[config.mk]
export PLATFORM = sky130hd
export DESIGN_NAME = mixer_seq_flat
export DESIGN_NICKNAME = d
export VERILOG_FILES = /design/src/rtl/mixer_seq_if.sv /design/src/rtl/mixer_seq.sv /design/src/flat_wrapper.sv
export SDC_FILE = /design/constraint.sdc
export NUM_CORES = 1
export LEC_CHECK = 0
export CAP_MARGIN = 20
export CORE_AREA = 2 2 117 119
export CTS_CLUSTER_DIAMETER = 50
export DETAILED_ROUTE_END_ITERATION = 16
export DIE_AREA = 0 0 119 121
export GPL_ROUTABILITY_DRIVEN = 0
export PLACE_DENSITY = 0.85
export SYNTH_ARGS = -nofsm -noshare
export SYNTH_HDL_FRONTEND = slang
export SYNTH_SLANG_ARGS = --single-unit
[constraint.sdc]
create_clock -name clk -period 6.4 [get_ports clk]
set_clock_uncertainty 0.15 [all_clocks]
set_input_delay 0.96 -clock clk [delete_from_list [all_inputs] [get_ports clk]]
set_output_delay 0.96 -clock clk [all_outputs]
set_load 0.02 [all_outputs]
[src/rtl/mixer_seq_if.sv]
// Voice-mixer bus: oscillator-side inputs and DAC-side outputs of mixer_seq.
interface mixer_seq_if #(
  parameter int unsigned NUM_VOICES = 13,
  parameter int unsigned SAMPLE_W   = 8,
  parameter int unsigned OUT_W      = 8
);
  logic                           sample_strobe;
  logic [NUM_VOICES-1:0]          voice_en;
  logic [NUM_VOICES*SAMPLE_W-1:0] voice_sample;
  logic [OUT_W-1:0]               mixed_sample;
  logic                           mixed_valid;
  logic                           busy;
  logic                           overrun;

  modport master (
    output sample_strobe, voice_en, voice_sample,
    input  mixed_sample, mixed_valid, busy, overrun
  );

  modport slave (
    input  sample_strobe, voice_en, voice_sample,
    output mixed_sample, mixed_valid, busy, overrun
  );
endinterface

[src/rtl/mixer_seq.sv]
// Sequential voice mixer: snapshots all voices on a strobe, sums enabled ones one per clock,
// saturates to OUT_W. Optional MIXER_NORM_EN scales the sum by the enabled-voice count.
module mixer_seq #(
  parameter int unsigned NUM_VOICES = 13,
  parameter int unsigned SAMPLE_W   = 8,
  parameter int unsigned OUT_W      = 8
) (
  input logic        clk,
  input logic        rst,
  mixer_seq_if.slave bus
);
  localparam int unsigned ACC_W = SAMPLE_W + $clog2(NUM_VOICES + 1);
  localparam int unsigned IDX_W = (NUM_VOICES > 1) ? $clog2(NUM_VOICES) : 1;
  localparam int unsigned VEC_W = NUM_VOICES * SAMPLE_W;
  localparam int unsigned CMP_W = (ACC_W > OUT_W) ? ACC_W : OUT_W;
  localparam logic [IDX_W-1:0] LAST_IDX = IDX_W'(NUM_VOICES - 1);

  typedef enum logic [1:0] {IDLE, ACCUM, DONE} state_e;

  state_e                state_q, state_d;
  logic [NUM_VOICES-1:0] en_q, en_d;
  logic [VEC_W-1:0]      samp_q, samp_d;
  logic [ACC_W-1:0]      acc_q, acc_d;
  logic [IDX_W-1:0]      idx_q, idx_d;
  logic [OUT_W-1:0]      mixed_sample_q, mixed_sample_d;
  logic                  mixed_valid_q, mixed_valid_d;
  logic                  busy_q, busy_d;
  logic                  overrun_q, overrun_d;
  logic [ACC_W-1:0]      sum_c;

`ifdef MIXER_NORM_EN
  localparam int unsigned CNT_W = $clog2(NUM_VOICES + 1);
  logic [CNT_W-1:0] cnt_q, cnt_d;

  // Smallest s with 2^s >= n; 0 for n of 0 or 1.
  function automatic int unsigned ceil_log2(input logic [CNT_W-1:0] n);
    int unsigned s;
    s = 0;
    for (int unsigned k = 0; k <= CNT_W; k++) begin
      if (((CNT_W + 1)'(1) << k) < {1'b0, n}) s = s + 1;
    end
    ceil_log2 = s;
  endfunction
`endif

  function automatic logic [OUT_W-1:0] saturate(input logic [ACC_W-1:0] s);
    logic [CMP_W-1:0] ext;
    ext = CMP_W'(s);
    if (ext > CMP_W'({OUT_W{1'b1}})) saturate = '1;
    else saturate = OUT_W'(ext);
  endfunction

  // Snapshot is shifted down each ACCUM cycle so the current voice always sits at bit 0.
  always_comb begin
    state_d        = state_q;
    en_d           = en_q;
    samp_d         = samp_q;
    acc_d          = acc_q;
    idx_d          = idx_q;
    mixed_sample_d = mixed_sample_q;
    mixed_valid_d  = 1'b0;
    busy_d         = busy_q;
    overrun_d      = overrun_q;
    sum_c          = acc_q + (en_q[0] ? ACC_W'(samp_q[SAMPLE_W-1:0]) : '0);
`ifdef MIXER_NORM_EN
    cnt_d          = cnt_q;
`endif
    case (state_q)
      IDLE: begin
        if (bus.sample_strobe) begin
          en_d    = bus.voice_en;
          samp_d  = bus.voice_sample;
          acc_d   = '0;
          idx_d   = '0;
          busy_d  = 1'b1;
          state_d = ACCUM;
`ifdef MIXER_NORM_EN
          cnt_d   = '0;
`endif
        end
      end
      ACCUM: begin
        if (bus.sample_strobe) overrun_d = 1'b1;
        acc_d  = sum_c;
        en_d   = en_q >> 1;
        samp_d = samp_q >> SAMPLE_W;
        idx_d  = idx_q + IDX_W'(1);
`ifdef MIXER_NORM_EN
        cnt_d  = cnt_q + CNT_W'(en_q[0]);
`endif
        // Result is registered on the final add so it is visible during DONE.
        if (idx_q == LAST_IDX) begin
          state_d       = DONE;
          mixed_valid_d = 1'b1;
`ifdef MIXER_NORM_EN
          mixed_sample_d = saturate(sum_c >> ceil_log2(cnt_d));
`else
          mixed_sample_d = saturate(sum_c);
`endif
        end
      end
      DONE: begin
        if (bus.sample_strobe) overrun_d = 1'b1;
        busy_d  = 1'b0;
        state_d = IDLE;
      end
      default: state_d = IDLE;
    endcase
  end

  always_ff @(posedge clk) begin
    if (rst) begin
      state_q        <= IDLE;
      en_q           <= '0;
      samp_q         <= '0;
      acc_q          <= '0;
      idx_q          <= '0;
      mixed_sample_q <= '0;
      mixed_valid_q  <= 1'b0;
      busy_q         <= 1'b0;
      overrun_q      <= 1'b0;
`ifdef MIXER_NORM_EN
      cnt_q          <= '0;
`endif
    end else begin
      state_q        <= state_d;
      en_q           <= en_d;
      samp_q         <= samp_d;
      acc_q          <= acc_d;
      idx_q          <= idx_d;
      mixed_sample_q <= mixed_sample_d;
      mixed_valid_q  <= mixed_valid_d;
      busy_q         <= busy_d;
      overrun_q      <= overrun_d;
`ifdef MIXER_NORM_EN
      cnt_q          <= cnt_d;
`endif
    end
  end

  assign bus.mixed_sample = mixed_sample_q;
  assign bus.mixed_valid  = mixed_valid_q;
  assign bus.busy         = busy_q;
  assign bus.overrun      = overrun_q;
endmodule

[src/flat_wrapper.sv]
// flat-port wrapper written by rule: the top's interface ports become plain ports
module mixer_seq_flat 
#(
  parameter int unsigned NUM_VOICES = 13,
  parameter int unsigned SAMPLE_W   = 8,
  parameter int unsigned OUT_W      = 8
)
  (clk, rst, bus_sample_strobe, bus_voice_en, bus_voice_sample, bus_mixed_sample, bus_mixed_valid, bus_busy, bus_overrun);
  mixer_seq_if #(.NUM_VOICES(NUM_VOICES), .SAMPLE_W(SAMPLE_W), .OUT_W(OUT_W)) bus_i ();
  input logic clk;
  input logic rst;
  input wire logic [$bits(bus_i.sample_strobe)-1:0] bus_sample_strobe;
  input wire logic [$bits(bus_i.voice_en)-1:0] bus_voice_en;
  input wire logic [$bits(bus_i.voice_sample)-1:0] bus_voice_sample;
  output wire logic [$bits(bus_i.mixed_sample)-1:0] bus_mixed_sample;
  output wire logic [$bits(bus_i.mixed_valid)-1:0] bus_mixed_valid;
  output wire logic [$bits(bus_i.busy)-1:0] bus_busy;
  output wire logic [$bits(bus_i.overrun)-1:0] bus_overrun;
  assign bus_i.sample_strobe = bus_sample_strobe;
  assign bus_i.voice_en = bus_voice_en;
  assign bus_i.voice_sample = bus_voice_sample;
  assign bus_mixed_sample = bus_i.mixed_sample;
  assign bus_mixed_valid = bus_i.mixed_valid;
  assign bus_busy = bus_i.busy;
  assign bus_overrun = bus_i.overrun;
  mixer_seq #(.NUM_VOICES(NUM_VOICES), .SAMPLE_W(SAMPLE_W), .OUT_W(OUT_W)) u_core (.clk(clk), .rst(rst), .bus(bus_i));
endmodule
==> results of run 1 <==
==> power by group through the flow <==
stage	Combinational (uW)	Sequential, uW	Clock (uW)
final	432	1080	1020
after floorplan	292	1070	0
after CTS	430	1070	1020
after detailed placement	424	1090	0
after global placement	414	1090	0
after global routing	482	1090	1070
==> flip-flops by register name (all words and copies together) (netlist names) <==
| signal | count |
|---|---|
| u_core.state_q | 2 |
| u_core.en_q | 13 |
| u_core.samp_q | 104 |
| u_core.bus.busy | 1 |
| u_core.acc_q | 12 |
| u_core.idx_q | 4 |
| u_core.bus.mixed_sample | 8 |
| u_core.bus.mixed_valid | 1 |
| u_core.bus.overrun | 1 |
==> layout make-up <==
class | count | share of cell area
Clock buffer | 23 | 0.0519
Multi-Input combinational cell | 652 | 0.440
Tap cell | 176 | 0.0239
Sequential cell | 146 | 0.317
Inverter | 11 | 0.00448
Timing Repair Buffer | 138 | 0.148
Clock inverter | 9 | 0.0140
==> cells in the mapped netlist (5+ instances only) <==
cell	number	share of area
a2111oi_0	76	0.091
a211oi_1	42	0.043
a21oi_1	21	0.014
a22oi_1	18	0.018
and2_1	8	0.0068
buf_1	12	0.0062
buf_2	15	0.010
clkbuf_1	53	0.027
dfxtp_1	146	0.40
ha_1	13	0.022
inv_1	10	0.0051
mux2i_1	33	0.045
nand2_1	10	0.0051
nand3b_1	74	0.076
nor2_1	230	0.12
o21ai_0	78	0.053
xnor2_1	5	0.0060
==> cell families (layout without fill, tap and decap cells) <==
family / Yosys count / count (layout)
and+or+nand+nor: 342 / 342
AOI/OAI and AO/OA: 255 / 255
DFF: 146 / 146
buffers and inverters: 93 / 181
muxes: 33 / 33
adders and majority gates: 14 / 14
xor gates and xnor gates: 8 / 8
==> worst paths after layout <==
path	depth (start not counted)	end	startpoint	slack [ns]
hold reg to reg	2	u_core.samp_q[97]$_SDFFE_PP0P_	u_core.samp_q[97]$_SDFFE_PP0P_	0.35
setup / recovery	7	u_core.samp_q[19]$_SDFFE_PP0P_	bus_sample_strobe	3.13
setup reg to reg	9	u_core.samp_q[69]$_SDFFE_PP0P_	u_core.state_q[1]$_SDFFE_PP0P_	3.14
hold / removal	2	u_core.samp_q[97]$_SDFFE_PP0P_	u_core.samp_q[97]$_SDFFE_PP0P_	0.35
==> critical path: cells and delay by family <==
family / cells / cell delay [ns]
simple gates: 3 / 0.98
buf+inv: 3 / 0.97
compound gates: 1 / 0.44
==> metal layers <==
layer | share of wire | global-route usage | vias up
met3 | 0.065 | 0.0573 | 32
met4 | 0.018 | 0.0900 | 0
met1 | 0.47 | 0.357 | 3133
met5 | 0 | 0 | -
li1 | - | - | 3389
met2 | 0.45 | 0.379 | 235
==> through the flow <==
step / power, uW / instance area, um^2 / worst slack, ns
2_1_floorplan: 1360 / 7320 / 3.88
3_3_place_gp: 1500 / 8580 / 2.80
6_report: 2520 / 9210 / 3.13
5_1_grt: 2640 / 9210 / 2.88
4_1_cts: 2530 / 9190 / 2.77
3_5_place_dp: 1520 / 8580 / 2.74
==> summary.txt, run 1 <==
Status: finished clean
Clk pwr share: 0.402
Total Neg Setup Slack: 0 ns
Post-CTS setup buffers: 0
Net Sw Power: 678 uW
Grt ovf: 0
Synth Flop Type: dfxtp_1
Vias in the first global route: 6151
Net Sw Frac: 0.269
Layout overhead on the synthesized area: 25.7%
Initial antenna violation count: 0
Simple-gate share of the synthesized area: 0.223
Row count: 42
Cell breakdown of the critical path: buf_2, buf_4, nand2b_2, nand2_2, buf_4, nor2_1, a2111oi_0
Power per Cell Area: 274 nW/um^2
Diodes inserted: 0
RSZ-0062 raised after global routing: false
Avg Cell Area, Syn: 8.22 um^2
Die area: 14400 um^2
Crit-path most repeated cell: buf_4
Xor-xnor portion of the synthesized cell area: 0.00957
Crit end category: register
Hold Fails Final Rpt: 0
Max-slew violations: 0
Clk root buf: clkbuf_16
Max VDD drop: 183 uV
Fin crit share: 0.511
Cell area after synthesis: 7320 um^2
Final setup violating endpoints: 0
Gr usage total: 0.252
Count of cell types in the netlist: 43
EDFF count, synth: 0
Crit path max-delay cell type: nand2_2
Fill count: 1014
Core area: 13100 um^2
Largest net degree at the start of global routing: 119
Avg WL per Cell: 15.9 um
Syn Nets: 1025
Commonest cells after routing, fill and taps aside: 230 x nor2_1, 146 x dfxtp_1, 128 x clkdlybuf4s50_1
DP Cell Count: 1122
Worst-path clk slew: 0.06 ns
Synthesized netlist cell count: 891
Die Width: 119 um
Post-synthesis compound-gate area fraction: 0.246
Ports: 131
Number of DRC markers in iteration 0: 727
Comb power frac: 0.171
Final Instance Count excl. Fillers: 1155
Routed vias/inst: 5.88
P_int: 1850 uW
Final min period: 3.27 ns
Global-route wire length before repair: 29.4 mm
Worst Hold Slack: 0.345 ns
CP required: 6.52 ns
CTS Buf Count: 17
Final Routed Wirelength: 18.4 mm
CP peak stage delay: 0.58 ns
Crit path DAT: 3.39 ns
Die height: 121 um
Nets: 1100
LEAKAGE: 0.00347 uW
Max Cap Viol: 0
Hold_buf cts: 0
CTS Sinks: 146
Setup CP Type: input port to register
CTS tree: built
Fin util: 0.704
Main combinational cell family by area after synthesis: compound AO/OA/AOI/OAI gates
Sequential fraction of the synthesis area: 0.399
# port buffers: 130
Most common cell after layout, fill and taps aside: nor2_1
Starting Density: 0.560
#FFs+latches synth: 146
DRC violations left: 0
Ys async rst share: 0
Layout cells sized above 1: 0.0531
Longest Clk Path Bufs: 2
Initial DRT Pass Iterations: 5
Mux cell area share after synthesis: 0.0451
Slew @ Worst Pin: 1.00 ns
Final ANT Viol Nets: 0
Vias: 6789
Post-DP HPWL: 11.4 mm
Seq pwr share: 0.427
Post-CTS Resized: 0
Multi-input logic area: 4050 um^2
CTS H-tree lvls: 4
Adder-Cell Fraction of Synth Area: 0.0249
Crit-path max FO: 77
Slew margin rel.: 0.333
Clock latency on the worst-skew pair: 0.42 ns
Max Freq: 306 MHz
Synth warnings: 0
Startpoint types: input port
HP Class: register to register
Sequential cell area: 2920 um^2
(Power assumes the default switching activity.)
==> run 2: changes to the inputs <==
--- a/config.mk
+++ b/config.mk
@@ -6,12 +6,12 @@
 export NUM_CORES = 1
 export LEC_CHECK = 0
 export CAP_MARGIN = 20
-export CORE_AREA = 2 2 117 119
+export CORE_AREA = 2 2 127 129
 export CTS_CLUSTER_DIAMETER = 50
 export DETAILED_ROUTE_END_ITERATION = 16
-export DIE_AREA = 0 0 119 121
+export DIE_AREA = 0 0 129 131
 export GPL_ROUTABILITY_DRIVEN = 0
-export PLACE_DENSITY = 0.85
+export PLACE_DENSITY = 0.77
 export SYNTH_ARGS = -nofsm -noshare
 export SYNTH_HDL_FRONTEND = slang
 export SYNTH_SLANG_ARGS = --single-unit
==> constraint.sdc (replaced) <==
create_clock -name clk -period 2.65 [get_ports clk]
set_clock_uncertainty 0.15 [all_clocks]
set_input_delay 0.3975 -clock clk [delete_from_list [all_inputs] [get_ports clk]]
set_output_delay 0.3975 -clock clk [all_outputs]
set_load 0.02 [all_outputs]
==> summary.txt, run 2 (synthesis results as in run 1) <==
Die area: 16900 um^2 (+17%)
Vias in the first global route: 6341 (+3.1%)
Longest Clk Path Bufs: 2 (unchanged)
Number of DRC markers in iteration 0: 671 (-7.7%)
CTS H-tree lvls: 4 (unchanged)
Most common cell after layout, fill and taps aside: nor2_1
Initial DRT Pass Iterations: 5 (unchanged)
LEAKAGE: 0.00355 uW (+2.4%)
Avg WL per Cell: 15.9 um (-0.41%)
Crit end category: register
Clock latency on the worst-skew pair: 0.42 ns (about the same)
CTS Buf Count: 17 (unchanged)
Fin crit share: 0.987
Starting Density: 0.470 (-0.0902)
Crit path DAT: 2.75 ns (-0.64 ns)
Slew margin rel.: 0.407 (+0.0741)
Die height: 131 um (+8.3%)
Grt ovf: 0 (unchanged)
Initial antenna violation count: 0 (unchanged)
Clk root buf: clkbuf_16
Final ANT Viol Nets: 0 (unchanged)
Nets: 1121 (+1.9%)
Max VDD drop: 408 uV (+120%)
Worst-path clk slew: 0.06 ns (about the same)
Row count: 46 (+9.5%)
Number of flip-flops under the largest register name: 104 (unchanged)
Routed vias/inst: 5.58 (-5.1%)
Final setup violating endpoints: 0 (unchanged)
Hold Fails Final Rpt: 0 (unchanged)
Max-slew violations: 0 (unchanged)
Max Freq: 382 MHz
# port buffers: 130 (unchanged)
HP Class: input port to register
DRC violations left: 0 (unchanged)
Pwr Total: 5910 uW (+130%)
Largest net degree at the start of global routing: 113 (-5.0%)
Hold_buf cts: 0 (unchanged)
Power per Cell Area: 624 nW/um^2 (+130%)
Final Routed Wirelength: 19.3 mm (+4.8%)
Final min period: 2.62 ns
Largest register by flop count: u_core.samp_q
Crit-path max FO: 9 (-88%)
Layout overhead on the synthesized area: 29.3%
Gr usage total: 0.227 (-0.0256)
Diodes inserted: 0 (unchanged)
Layout cells sized above 1: 0.0801 (+0.0270)
Max Cap Viol: 0 (unchanged)
CTS tree: built
Ports: 131 (unchanged)
CP required: 2.78 ns (-3.74 ns)
Fin util: 0.607 (-0.0966)
RSZ-0062 raised after global routing: true
Startpoint types: register
Commonest cells after routing, fill and taps aside: 230 x nor2_1, 146 x dfxtp_1, 128 x clkdlybuf4s50_1
CTS Sinks: 146 (unchanged)
Vias: 6778 (-0.16%)
Slew @ Worst Pin: 0.890 ns (-0.111 ns)
Biggest regs: u_core.samp_q: 104 flops, u_core.en_q: 13 flops, u_core.acc_q: 12 flops
Status: finished clean
Post-DP HPWL: 12.3 mm (+7.9%)
Core area: 15600 um^2 (+19%)
Global-route wire length before repair: 30.9 mm (+4.9%)
Die Width: 129 um (+8.4%)
Setup CP Type: register to register
[run 2: changes by cell type in the layout (fill, tap and decap cells not counted), sizes merged]
| cell | delta |
|---|---|
| clkinvlp | -1 |
| clkbuf | +3 |
| buf | +21 |
| bufinv | -2 |
| clkinv | -1 |
[run 2: path summary, 6_finish.rpt]
path / from / to / slack (ns) / depth (start not counted)
setup / recovery: u_core.en_q[0]$_SDFFE_PP0P_ / u_core.bus.mixed_sample[1]$_SDFFE_PP0P_ / 0.03 / 11
hold / removal: bus_sample_strobe / u_core.bus.overrun$_SDFFE_PP0P_ / 0.16 / 3
setup reg to reg: u_core.en_q[0]$_SDFFE_PP0P_ / u_core.bus.mixed_sample[1]$_SDFFE_PP0P_ / 0.03 / 11
hold reg to reg: u_core.bus.overrun$_SDFFE_PP0P_ / u_core.bus.overrun$_SDFFE_PP0P_ / 0.33 / 2
[run 2: per-layer routing]
metal,up-vias,share of wire,global-route usage
met3,22,0.063,0.0615
li1,3439,-,-
met5,-,0,0
met2,195,0.44,0.351
met4,0,0.013,0.0703
met1,3122,0.48,0.311
[run 2: layout make-up]
type / instances / area (um^2)
fill: 1360 / 6130
multi-input combinational: 652 / 4130
sequential: 146 / 2920
timing repair buffer: 159 / 1560
clock buffer: 26 / 489
tap: 216 / 270
clock inverter: 5 / 52.6
inverter: 11 / 41.3
[run 2: metrics by stage]
stage                     setup TNS (ns)  hold slack (ns)  setup WS, ns  cell area, um^2  instances
after floorplan                        0            0.315         0.130             7320        891
after global placement                 0            0.309        0.0649             8820       1181
after detailed placement               0            0.313        0.0451             8820       1181
after CTS                              0            0.151        0.0206             9360       1212
after global routing              -0.812            0.210        -0.114             9470       1215
final                                  0            0.164        0.0348             9470       1215
[run 2: power by group]
part | switching (uW) | total (uW) | internal (uW)
registers | 155 | 2590 | 2430
clock network | 878 | 2230 | 1360
logic | 588 | 1090 | 504
total | 1620 | 5910 | 4290
[run 2: worst max-delay path, cell delays in order (launching register included)]
cell and delay, ns:
dfxtp_1 0.30, buf_4 0.15, nand2_2 0.08, inv_1 0.05
ha_1 0.30, a211oi_2 0.30, o21a_1 0.26, o21ai_2 0.13
a21o_1 0.23, a211oi_4 0.22, buf_4 0.19, a311oi_2 0.10
[run 2: repair_timing]
| action | in CTS | in global routing |
|---|---|---|
| endpoints found under the hold margin | 0 | 0 |
| gates resized for setup | 0 | 13 |
| setup buffers | 0 | 3 |
| endpoints found under the setup margin | 0 | 9 |
